==> src/rtl/rca_nibble_serial_adder.sv <==
// Multi-precision adder: one shared 4-bit ripple-carry adder reused per nibble,
// LSB nibble first, with the carry chained through a register between cycles.

module full_adder (
  input  logic a,
  input  logic b,
  input  logic cin,
  output logic sum,
  output logic cout
);
  assign sum  = a ^ b ^ cin;
  assign cout = (a & b) | (cin & (a ^ b));
endmodule

module ripple_carry_adder_4bit (
  input  logic [3:0] a,
  input  logic [3:0] b,
  input  logic       cin,
  output logic [3:0] sum,
  output logic       cout
);
  logic [4:0] c;

  assign c[0] = cin;

  for (genvar i = 0; i < 4; i++) begin : g_bit
    full_adder u_fa (
      .a    (a[i]),
      .b    (b[i]),
      .cin  (c[i]),
      .sum  (sum[i]),
      .cout (c[i+1])
    );
  end

  assign cout = c[4];
endmodule

module rca_nibble_serial_adder #(
  parameter int WIDTH = 16
) (
  input  logic             clk,
  input  logic             rst,
  input  logic             start_valid,
  output logic             start_ready,
  input  logic [WIDTH-1:0] A,
  input  logic [WIDTH-1:0] B,
  input  logic             Cin,
  output logic [WIDTH-1:0] S,
  output logic             Cout,
  output logic             done_valid,
  input  logic             done_ready,
  output logic             busy
);
  localparam int NIBBLES = WIDTH / 4;
  localparam int IDXW    = (NIBBLES > 1) ? $clog2(NIBBLES) : 1;

  typedef enum logic [1:0] {
    IDLE,
    RUN,
    DONE
  } state_t;

  state_t state_q;
  state_t state_d;

  logic [WIDTH-1:0] a_q;
  logic [WIDTH-1:0] b_q;
  logic [WIDTH-1:0] s_q;
  logic             carry_q;
  logic             cout_q;
  logic [IDXW-1:0]  idx_q;

  logic [3:0] a_nib;
  logic [3:0] b_nib;
  logic [3:0] sum_nib;
  logic       cout_nib;
  logic       last;

  assign last = (idx_q == IDXW'(NIBBLES - 1));

  // Operand nibble mux driven by the running index
  always_comb begin
    a_nib = '0;
    b_nib = '0;
    for (int i = 0; i < NIBBLES; i++) begin
      if (idx_q == IDXW'(i)) begin
        a_nib = a_q[4*i +: 4];
        b_nib = b_q[4*i +: 4];
      end
    end
  end

  ripple_carry_adder_4bit u_rca (
    .a    (a_nib),
    .b    (b_nib),
    .cin  (carry_q),
    .sum  (sum_nib),
    .cout (cout_nib)
  );

  always_ff @(posedge clk) begin
    if (rst) begin
      state_q <= IDLE;
    end else begin
      state_q <= state_d;
    end
  end

  always_comb begin
    state_d = state_q;
    unique case (state_q)
      IDLE: if (start_valid) state_d = RUN;
      RUN:  if (last)        state_d = DONE;
      DONE: if (done_ready)  state_d = IDLE;
      default:               state_d = IDLE;
    endcase
  end

  always_ff @(posedge clk) begin
    if (rst) begin
      a_q     <= '0;
      b_q     <= '0;
      s_q     <= '0;
      carry_q <= 1'b0;
      cout_q  <= 1'b0;
      idx_q   <= '0;
    end else begin
      case (state_q)
        IDLE: begin
          if (start_valid) begin
            a_q     <= A;
            b_q     <= B;
            carry_q <= Cin;
            idx_q   <= '0;
            s_q     <= '0;
            cout_q  <= 1'b0;
          end
        end
        RUN: begin
          for (int i = 0; i < NIBBLES; i++) begin
            if (idx_q == IDXW'(i)) begin
              s_q[4*i +: 4] <= sum_nib;
            end
          end
          carry_q <= cout_nib;
          // Index parks on the last nibble instead of wrapping
          if (last) begin
            cout_q <= cout_nib;
          end else begin
            idx_q <= idx_q + 1'b1;
          end
        end
        default: begin
        end
      endcase
    end
  end

  assign start_ready = (state_q == IDLE);
  assign done_valid  = (state_q == DONE);
  assign busy        = (state_q != IDLE);
  assign S           = s_q;
  assign Cout        = cout_q;

endmodule

==> config.mk <==
export PLATFORM = sky130hd
export DESIGN_NAME = rca_nibble_serial_adder
export DESIGN_NICKNAME = d
export VERILOG_FILES = /design/src/rtl/rca_nibble_serial_adder.sv
export SDC_FILE = /design/constraint.sdc
export NUM_CORES = 1
export LEC_CHECK = 0
export BUFFER_PORTS_ARGS = -buffer_cell sky130_fd_sc_hd__buf_2
export CAP_MARGIN = 0
export CORE_ASPECT_RATIO = 0.9
export CORE_UTILIZATION = 48
export CTS_CLUSTER_DIAMETER = 100
export DETAILED_ROUTE_END_ITERATION = 10
export PLACE_DENSITY_LB_ADDON = 0.05
export SETUP_SLACK_MARGIN = 0.4
export SLEW_MARGIN = 30
export SYNTH_ARGS = -nofsm -noshare
export SYNTH_HDL_FRONTEND = slang
export SYNTH_SLANG_ARGS = --single-unit
==> constraint.sdc <==
create_clock -name clk -period 2.75 [get_ports clk]
set_input_delay 0.55 -clock clk [delete_from_list [all_inputs] [get_ports clk]]
set_output_delay 0.55 -clock clk [all_outputs]
set_load 0.005 [all_outputs]
==> flow_metrics.py, run 1 <==
metrics = {
    "status": {
        "status": "finished, violations left",
        "failed_checks": "setup timing",
    },
    "floorplan": {
        "fp.coreArea_sq_um": 4860,
        "die_h_microns": 69.5,
        "fp.dieW_microns": 77.0,
        "rows": 24,
        "die_area_sq_um": 5350,
        "initial_utilization_pct": 49.9,
        "num_io_pins": 57,
    },
    "clock_tree": {
        "cts_tree": "built",
        "clk_pin_slew_ps": 90,
        "clockRootBuffer": "clkbuf_8",
        "cts.sinks": 54,
        "ctsHoldBuffers": 0,
        "clock_latency_ps": 290,
        "clockBufferDepth": 2,
        "cts_buffers": 5,
        "ctsHtreeMaxLevel": 2,
    },
    "cells_and_area": {
        "drive_gt1_share_pct": 29.6,
        "area_growth_syn_to_layout_pct": 24.2,
        "fin_cells": 427,
        "mostFrequentLayoutCells": "76 x nand2_1, 56 x buf_2, 52 x dfxtp_1",
        "final_common_cell": "nand2_1",
        "layout.nets": 406,
        "n_antenna_cell": 0,
        "nFillCells": 489,
    },
    "sta": {
        "fin_crit_ps": 2780,
        "hold_viol_final": 0,
        "finalCritPeriodShare_pct": 101,
        "final_max_slew_viol_count": 0,
        "worstMarginPinSlew_ps": 800,
        "clock_skew_ps": 4.71,
        "rsz0062_at_grt": "yes",
        "relSlewSlack_pct": 46.7,
        "fin_tns_setup_ps": -108,
        "fmax_mhz": 359,
        "fin_ws_ps": -35.0,
        "setup_viol": 4,
    },
    "worst_setup_path": {
        "critPathRequiredTime_ps": 2910,
        "crit_top_cell": "fa_2",
        "r2r-end": "S[11]$_SDFFE_PP0P_",
        "critical_path_class": "flop to flop",
        "worstPathArrival_ps": 2950,
        "cp-start-kind": "flop",
        "r2r_setup_slack_ps": -30,
        "rr_worst_depth": 13,
        "critPathMaxFanout": 4,
        "crit_path_end_kind": "flop",
        "timing.rr.start": "idx_q[1]$_SDFFE_PP0P_",
        "crit_chain": "inv_4, ha_4, nand2_2, o21ai_2, a22o_1, fa_2, inv_2, fa_2, fa_2, inv_2, fa_1, nand2b_1, o32ai_1",
        "crit_path_top_delay_cell": "fa_1",
        "cpPeakStageDelay_ps": 430,
    },
    "placed_design": {
        "dp.cells": 414,
        "io_buffer_count": 56,
        "place.gp.congestion": 0.776,
        "hpwlAfterDp_microns": 3960,
    },
    "pwr": {
        "clock_power_share_pct": 28.4,
        "switchingPower_mw": 0.420,
        "internal_power_mw": 1.14,
        "irDropWorstVdd_v": 0.000481,
        "power_density_nw_per_um2": 519,
        "combPwrFrac_pct": 17.3,
        "power_frac_seq_pct": 54.3,
        "p_sw_share_pct": 26.8,
        "p_leak_nw": 1.21,
        "finalPower_mw": 1.56,
    },
    "global_route": {
        "grt_start_max_net_pins": 33,
        "track_usage_pct": 21.6,
        "grt_pass1_vias": 2054,
        "overflow": 0,
        "antenna_found_initial": 0,
        "grt_pass1_wl_microns": 9340,
    },
    "drt": {
        "dr.pass1.iters": 5,
        "vias_per_cell": 5.15,
        "route.detailed.drc": 0,
        "final_antenna_net_count": 0,
        "routed_wl_microns": 5530,
        "vias": 2197,
        "wl_per_cell_microns": 13.0,
        "drt-initial-drc-count": 108,
    },
    "yosys": {
        "ys_seq_area_share_pct": 44.5,
        "netlist_instances": 303,
        "syn-num-nets": 348,
        "ys_seq_elements": 54,
        "netlist_area_sq_um": 2430,
        "yosys_warnings": 0,
        "avgSynthCellArea_sq_um": 8.02,
        "yosysUniqueCellTypes": 28,
    },
    "run": {
        "maxCapViolCount": 0,
    },
    "hold_path": {
        "whs_path_depth": 2,
        "hold_start": "a_q[7]$_SDFFE_PP0P_",
        "worstHoldPathType": "flop to flop",
        "holdPathEnd": "a_q[7]$_SDFFE_PP0P_",
    },
}
## power groups by stage
stage	logic, mW	registers (mW)	clock network (mW)
final	0.270	0.849	0.445
after global routing	0.301	0.854	0.486
after CTS	0.265	0.849	0.456
after detailed placement	0.249	0.866	0
after global placement	0.246	0.866	0
after floorplan	0.173	0.856	0
## worst max-delay path by stage
stage,from,to,slack (ps),depth (start not counted)
after floorplan,idx_q[0]$_SDFFE_PP0P_,S[3]$_SDFFE_PP0P_,-30,14
after detailed placement,idx_q[0]$_SDFFE_PP0P_,S[11]$_SDFFE_PP0P_,-140,13
final,idx_q[1]$_SDFFE_PP0P_,S[11]$_SDFFE_PP0P_,-30,13
after global routing,idx_q[0]$_SDFFE_PP0P_,S[11]$_SDFFE_PP0P_,-140,13
after CTS,idx_q[1]$_SDFFE_PP0P_,S[11]$_SDFFE_PP0P_,30,13
after global placement,idx_q[0]$_SDFFE_PP0P_,S[7]$_SDFFE_PP0P_,-10,13
## state kept, by name (all words and copies together) (netlist names)
name,count
state_q,2
carry_q,1
idx_q,2
a_q,16
Cout,1
b_q,16
S,16
## synthesized netlist by cell type, drive strengths merged
cell | n | share of area, %
ha | 4 | 2.1
nand2 | 77 | 12
o31ai | 1 | 0.31
nand3b | 5 | 1.5
fa | 4 | 3.3
a22o | 4 | 1.4
a21oi | 53 | 11
o21ai | 13 | 2.7
o32ai | 13 | 4.7
or3 | 2 | 0.52
nor2b | 3 | 0.77
clkbuf | 13 | 2.0
nand4b | 2 | 0.72
nand3 | 1 | 0.21
dfxtp | 54 | 45
nor3b | 1 | 0.77
inv | 25 | 3.9
a22oi | 4 | 1.2
nand2b | 5 | 1.3
or3b | 2 | 0.82
buf | 10 | 2.3
mux2i | 1 | 0.41
a31oi | 1 | 0.26
or2 | 3 | 0.77
o41ai | 2 | 0.72
## metal layers
metal / global-route usage (%) / up-vias / routed length (microns)
met5: 0 / - / 0
met4: 2.94 / 0 / 28
met3: 4.47 / 4 / 246
met2: 35.7 / 49 / 2660
met1: 29.8 / 1009 / 2590
li1: - / 1135 / -
## kinds of logic after synthesis
group | share of synthesized area (%)
compound gates | 22.3
mux | 0.412
simple gates | 19.3
flops | 44.5
fa+ha+maj | 5.36
buf+inv | 8.14
## timing repair
action                     CTS  global route
resized for setup           13             6
setup buffers                4             1
pin swaps                   11             1
setup endpoints to repair   14            14
## metrics by stage
stage	util [%]	area (sq um)	hold slack, ps	setup slack (ps)
final	62.0	3020	459	-35.0
after global routing	62.0	3020	480	-141
after CTS	61.4	2990	464	28.5
after detailed placement	57.7	2810	451	-140
after global placement	57.7	2810	443	-10.9
after floorplan	-	2500	436	-32.9
## area by class of cell
type                       count  area, sq um  share of cell area (%)
clock buffer                   7         86.3                    2.86
clock inverter                 1         5.00                   0.166
inverter                      25         98.8                    3.28
multi-input combinational    201         1240                    41.0
sequential                    54         1090                    36.1
tap                           65         81.3                    2.70
timing repair buffer          74          419                    13.9
## worst max-delay path, delay by kind of cell (launching register included)
kind,cells,cell delay (ps)
flip-flops,1,380
AND/OR/NAND/NOR,2,200
adder cells (fa/ha/maj),5,1470
AO/OA/AOI/OAI,3,430
buffers and inverters,3,190
Power figures use the tool's default switching activity.
==> run 2, diff against run 1 <==
--- a/config.mk
+++ b/config.mk
@@ -8,7 +8,7 @@
 export BUFFER_PORTS_ARGS = -buffer_cell sky130_fd_sc_hd__buf_2
 export CAP_MARGIN = 0
 export CORE_ASPECT_RATIO = 0.9
-export CORE_UTILIZATION = 48
+export CORE_UTILIZATION = 45
 export CTS_CLUSTER_DIAMETER = 100
 export DETAILED_ROUTE_END_ITERATION = 10
 export PLACE_DENSITY_LB_ADDON = 0.05
==> run 2 against run 1 <==
The run still ends with setup timing left. Cell count grew 0.23%. Core utilization is 1.1 points lower. Maximum frequency is 0.44% higher. Clock power increased by 16%. Via count grew 0.23%. Combinational power rose by 3%. Die area grew 6.5%. Count of clock-buffer cells in the layout stayed put. Flip-flop and latch count is the same. Hold slack gained 2.0 ps. Critical path type unchanged. Critical endpoint is now S[3]$_SDFFE_PP0P_.
==> flow_metrics.py, run 2 (synthesis results as in run 1) <==
metrics = {
    "cells_and_area": {
        "area_growth_syn_to_layout_pct": 25.7,
        "final_common_cell": "nand2_1",
        "fin_cells": 428,
        "mostFrequentLayoutCells": "76 x nand2_1, 56 x buf_2, 52 x dfxtp_1",
        "drive_gt1_share_pct": 29.8,
        "layout.nets": 407,
        "postLayoutCoreUtil_pct": 60.9,
        "n_antenna_cell": 0,
    },
    "worst_setup_path": {
        "cp-start-kind": "flop",
        "critPathMaxFanout": 6,
        "crit_path_end_kind": "flop",
        "worstPathArrival_ps": 2930,
        "critPathRequiredTime_ps": 2910,
        "timing.rr.start": "idx_q[1]$_SDFFE_PP0P_",
        "cp-startpoint": "idx_q[1]$_SDFFE_PP0P_",
        "critical_path_class": "flop to flop",
    },
    "sta": {
        "fin_ws_ps": -22.9,
        "rsz0062_at_grt": "yes",
        "worstMarginPinSlew_ps": 883,
        "setup_viol": 3,
        "final_max_slew_viol_count": 0,
        "hold_viol_final": 0,
        "finalCritPeriodShare_pct": 101,
        "clock_skew_ps": 3.72,
        "fin_crit_ps": 2770,
        "fmax_mhz": 361,
        "relSlewSlack_pct": 41.1,
    },
    "placed_design": {
        "hpwlAfterDp_microns": 3990,
        "dp.cells": 417,
        "pre_cts_ws_ps": -134,
        "place.gp.congestion": 0.806,
        "io_buffer_count": 56,
    },
    "global_route": {
        "track_usage_pct": 20.5,
        "overflow": 0,
        "grt_pass1_wl_microns": 9160,
        "antenna_found_initial": 0,
        "grt_pass1_vias": 2000,
        "grt_start_max_net_pins": 48,
    },
    "run": {
        "maxCapViolCount": 0,
    },
    "clock_tree": {
        "clockRootBuffer": "clkbuf_8",
        "clockBufferDepth": 2,
        "cts_tree": "built",
        "clock_latency_ps": 300,
        "cts.sinks": 54,
        "ctsHoldBuffers": 0,
        "cts_buffers": 5,
        "clk_pin_slew_ps": 90,
        "ctsHtreeMaxLevel": 2,
    },
    "pwr": {
        "power_density_nw_per_um2": 537,
        "irDropWorstVdd_v": 0.000238,
        "p_leak_nw": 1.23,
    },
    "floorplan": {
        "fp.coreArea_sq_um": 5010,
        "initial_utilization_pct": 48.4,
        "die_area_sq_um": 5700,
        "rows": 24,
        "die_h_microns": 71.7,
        "fp.dieW_microns": 79.4,
        "num_io_pins": 57,
    },
    "drt": {
        "vias_per_cell": 5.14,
        "final_antenna_net_count": 0,
        "wl_per_cell_microns": 13.1,
        "vias": 2202,
        "routed_wl_microns": 5600,
        "dr.pass1.iters": 4,
        "route.detailed.drc": 0,
        "drt-initial-drc-count": 49,
    },
    "hold_path": {
        "hold_start": "b_q[9]$_SDFFE_PP0P_",
        "worstHoldPathType": "flop to flop",
    },
    "status": {
        "status": "finished, violations left",
        "failed_checks": "setup timing",
    },
}
-- run 2: per-layer routing --
metal  wire length [microns]  share of wire [%]  GRT usage, %  up-vias
li1                        -                  -             -     1140
met1                    2760                 49          26.6      997
met2                    2550                 46          34.5       56
met3                     196                3.5          3.57        9
met4                      85                1.5          6.87        0
met5                       0                  0             0        -
-- run 2: timing repair --
item / CTS / global route
endpoints found under the hold margin: 0 / 0
endpoints found under the setup margin: 14 / 14
buffers inserted: 2 / 1
gates resized for setup: 16 / 3
pin swaps: 13 / 2
-- run 2: final timing paths --
kind | to | slack, ps | cells past startpoint
worst min-delay path | b_q[9]$_SDFFE_PP0P_ | 460 | 2
worst max-delay path | S[3]$_SDFFE_PP0P_ | -20 | 13
worst min register to register | b_q[9]$_SDFFE_PP0P_ | 460 | 2
worst max register to register | S[3]$_SDFFE_PP0P_ | -20 | 13
-- run 2: worst max-delay path, cell delays in order, from the launching register on --
cell and delay (ps):
dfxtp_4 390, inv_4 60, ha_4 180, a21oi_2 120
o21ai_1 80, a22o_1 200, fa_2 360, inv_2 60
fa_2 180, fa_2 190, inv_2 40, fa_1 490
nand2b_1 180, o32ai_2 100
-- run 2: area by class of cell --
type | count | area (sq um)
clock inverter | 1 | 30.0
inverter | 25 | 98.8
multi-input combinational | 201 | 1250
sequential | 54 | 1090
clock buffer | 7 | 76.3
timing repair buffer | 75 | 427
fill | 467 | 1960
tap | 65 | 81.3
-- run 2: metrics by stage --
step / hold slack [ps] / instance area (sq um) / total power [mW] / TNS, ps
after floorplan: 436 / 2500 / 1.03 / -121
after global placement: 446 / 2830 / 1.12 / -176
after detailed placement: 449 / 2830 / 1.12 / -556
after CTS: 462 / 3030 / 1.65 / 0
after global routing: 476 / 3050 / 1.71 / -676
final: 461 / 3050 / 1.64 / -58.9
-- run 2: power breakdown --
group,total (mW),switching (mW),internal [mW]
registers,0.843,0.0232,0.820
logic,0.279,0.157,0.123
clock network,0.516,0.243,0.273
==> run 3, diff against run 2 <==
--- a/config.mk
+++ b/config.mk
@@ -12,6 +12,7 @@
 export CTS_CLUSTER_DIAMETER = 100
 export DETAILED_ROUTE_END_ITERATION = 10
 export PLACE_DENSITY_LB_ADDON = 0.05
+export REMOVE_ABC_BUFFERS = 1
 export SETUP_SLACK_MARGIN = 0.4
 export SLEW_MARGIN = 30
 export SYNTH_ARGS = -nofsm -noshare
==> run 3 against run 2 <==
The flow now finishes without violations. Count of clock-buffer cells in the layout did not move. Sequential share of layout area shrank 0.058 points. Critical path depth unchanged. Wire length decreased by 1.4%. Sequential power rose by 0.6%. Via count shrank 0.64%. Hold slack improved by 1.2 ps. Non-clock buffer count increased by 2.
==> flow_metrics.py, run 3 (synthesis results as in run 1) <==
metrics = {
    "pwr": {
        "power_density_nw_per_um2": 514,
        "combPwrFrac_pct": 17.5,
        "irDropWorstVdd_v": 0.000434,
        "switchingPower_mw": 0.422,
        "finalPower_mw": 1.57,
        "internal_power_mw": 1.15,
        "clock_power_share_pct": 28.6,
        "p_sw_share_pct": 26.9,
        "power_frac_seq_pct": 53.9,
        "p_leak_nw": 1.23,
    },
    "sta": {
        "fmax_mhz": 366,
        "relSlewSlack_pct": 57.8,
        "finalCritPeriodShare_pct": 99.4,
        "hold_viol_final": 0,
        "worstMarginPinSlew_ps": 615,
        "rsz0062_at_grt": "yes",
        "fin_crit_ps": 2730,
        "fin_ws_ps": 15.7,
        "clock_skew_ps": 6.76,
        "setup_viol": 0,
        "final_max_slew_viol_count": 0,
        "hold_slack_ps": 462,
    },
    "placed_design": {
        "pre_cts_ws_ps": -170,
        "dp.cells": 418,
        "hpwlAfterDp_microns": 3860,
        "io_buffer_count": 56,
        "place.gp.congestion": 0.863,
    },
    "worst_setup_path": {
        "worstPathArrival_ps": 2900,
        "critPathRequiredTime_ps": 2920,
        "cp-start-kind": "flop",
        "critPathMaxFanout": 4,
        "crit_path_end_kind": "flop",
        "critical_path_class": "flop to flop",
    },
    "clock_tree": {
        "clk_pin_slew_ps": 90,
        "cts.sinks": 54,
        "clockBufferDepth": 2,
        "ctsHoldBuffers": 0,
        "clockRootBuffer": "clkbuf_8",
        "cts_tree": "built",
        "clock_latency_ps": 300,
        "ctsHtreeMaxLevel": 2,
        "cts_buffers": 5,
    },
    "cells_and_area": {
        "mostFrequentLayoutCells": "76 x nand2_1, 56 x buf_2, 52 x dfxtp_1",
        "fin_cells": 430,
        "layout.nets": 409,
        "final_common_cell": "nand2_1",
        "area_growth_syn_to_layout_pct": 25.9,
        "postLayoutCoreUtil_pct": 61.0,
        "n_antenna_cell": 0,
        "drive_gt1_share_pct": 30.4,
    },
    "global_route": {
        "antenna_found_initial": 0,
        "track_usage_pct": 20.4,
        "grt_pass1_vias": 1965,
        "grt_pass1_wl_microns": 9190,
        "overflow": 0,
        "grt_start_max_net_pins": 35,
    },
    "drt": {
        "final_antenna_net_count": 0,
        "dr.pass1.iters": 4,
        "vias": 2188,
        "routed_wl_microns": 5520,
        "vias_per_cell": 5.09,
        "route.detailed.drc": 0,
        "wl_per_cell_microns": 12.8,
        "drt-initial-drc-count": 114,
    },
    "floorplan": {
        "fp.dieW_microns": 79.4,
        "initial_utilization_pct": 48.4,
        "die_area_sq_um": 5700,
        "fp.coreArea_sq_um": 5010,
        "num_io_pins": 57,
        "rows": 24,
        "die_h_microns": 71.7,
    },
    "status": {
        "status": "finished clean",
    },
    "run": {
        "maxCapViolCount": 0,
    },
    "hold_path": {
        "worstHoldPathType": "flop to flop",
    },
}
run 3: cell count changes in the layout (fill, tap and decap cells not counted), sizes merged:
cell / change
buf: +2
bufinv: -1
clkinv: +1
run 3: power by group through the flow:
stage / logic (mW) / clock network [mW] / registers, mW
final: 0.275 / 0.449 / 0.848
after global routing: 0.309 / 0.500 / 0.854
after CTS: 0.274 / 0.464 / 0.848
after detailed placement: 0.250 / 0 / 0.864
after global placement: 0.246 / 0 / 0.863
after floorplan: 0.139 / 0 / 0.858
run 3: area by class of cell:
| class | count | area [sq um] |
|---|---|---|
| repair buffers | 77 | 454 |
| inverters | 25 | 98.8 |
| clock buffers | 7 | 86.3 |
| fillers | 484 | 1960 |
| clock inverters | 1 | 5.00 |
| well taps | 65 | 81.3 |
| multi-input cells | 201 | 1240 |
| flip-flops and latches | 54 | 1090 |
run 3: what timing repair did:
item / CTS / global route
resized for setup: 31 / 3
pin swaps: 16 / 5
buffers inserted: 3 / 1
setup endpoints to repair: 14 / 14
run 3: worst paths after layout:
check | startpoint | end | slack [ps] | depth (start not counted)
worst min register to register | a_q[3]$_SDFFE_PP0P_ | a_q[3]$_SDFFE_PP0P_ | 460 | 2
worst min-delay path | a_q[3]$_SDFFE_PP0P_ | a_q[3]$_SDFFE_PP0P_ | 460 | 2
worst max-delay path | idx_q[0]$_SDFFE_PP0P_ | S[11]$_SDFFE_PP0P_ | 20 | 13
worst max register to register | idx_q[0]$_SDFFE_PP0P_ | S[11]$_SDFFE_PP0P_ | 20 | 13
run 3: critical path, cell delays in order, from the launching register on:
cell and delay [ps]:
dfxtp_4 380, inv_4 80, ha_4 150, nand2_2 50, o21ai_1 120, a22o_1 170
fa_2 200, inv_2 40, fa_2 350, fa_2 340, inv_2 60, fa_1 420
nand2b_1 150, o32ai_2 90
run 3: metrics by stage:
step           setup TNS (ps)  instance area (sq um)
2_1_floorplan            -469                   2320
3_3_place_gp             -658                   2830
3_5_place_dp            -1050                   2830
4_1_cts                 -3.79                   3040
5_1_grt                  -518                   3060
6_report                    0                   3060
run 3: routing by layer:
metal  vias up  share of wire [%]  global-route usage [%]
met5         -                  0                       0
met4         0               0.76                    4.85
met3         5                3.3                    3.95
met2        42                 45                    33.2
met1      1002                 50                    27.6
li1       1139                  -                       -
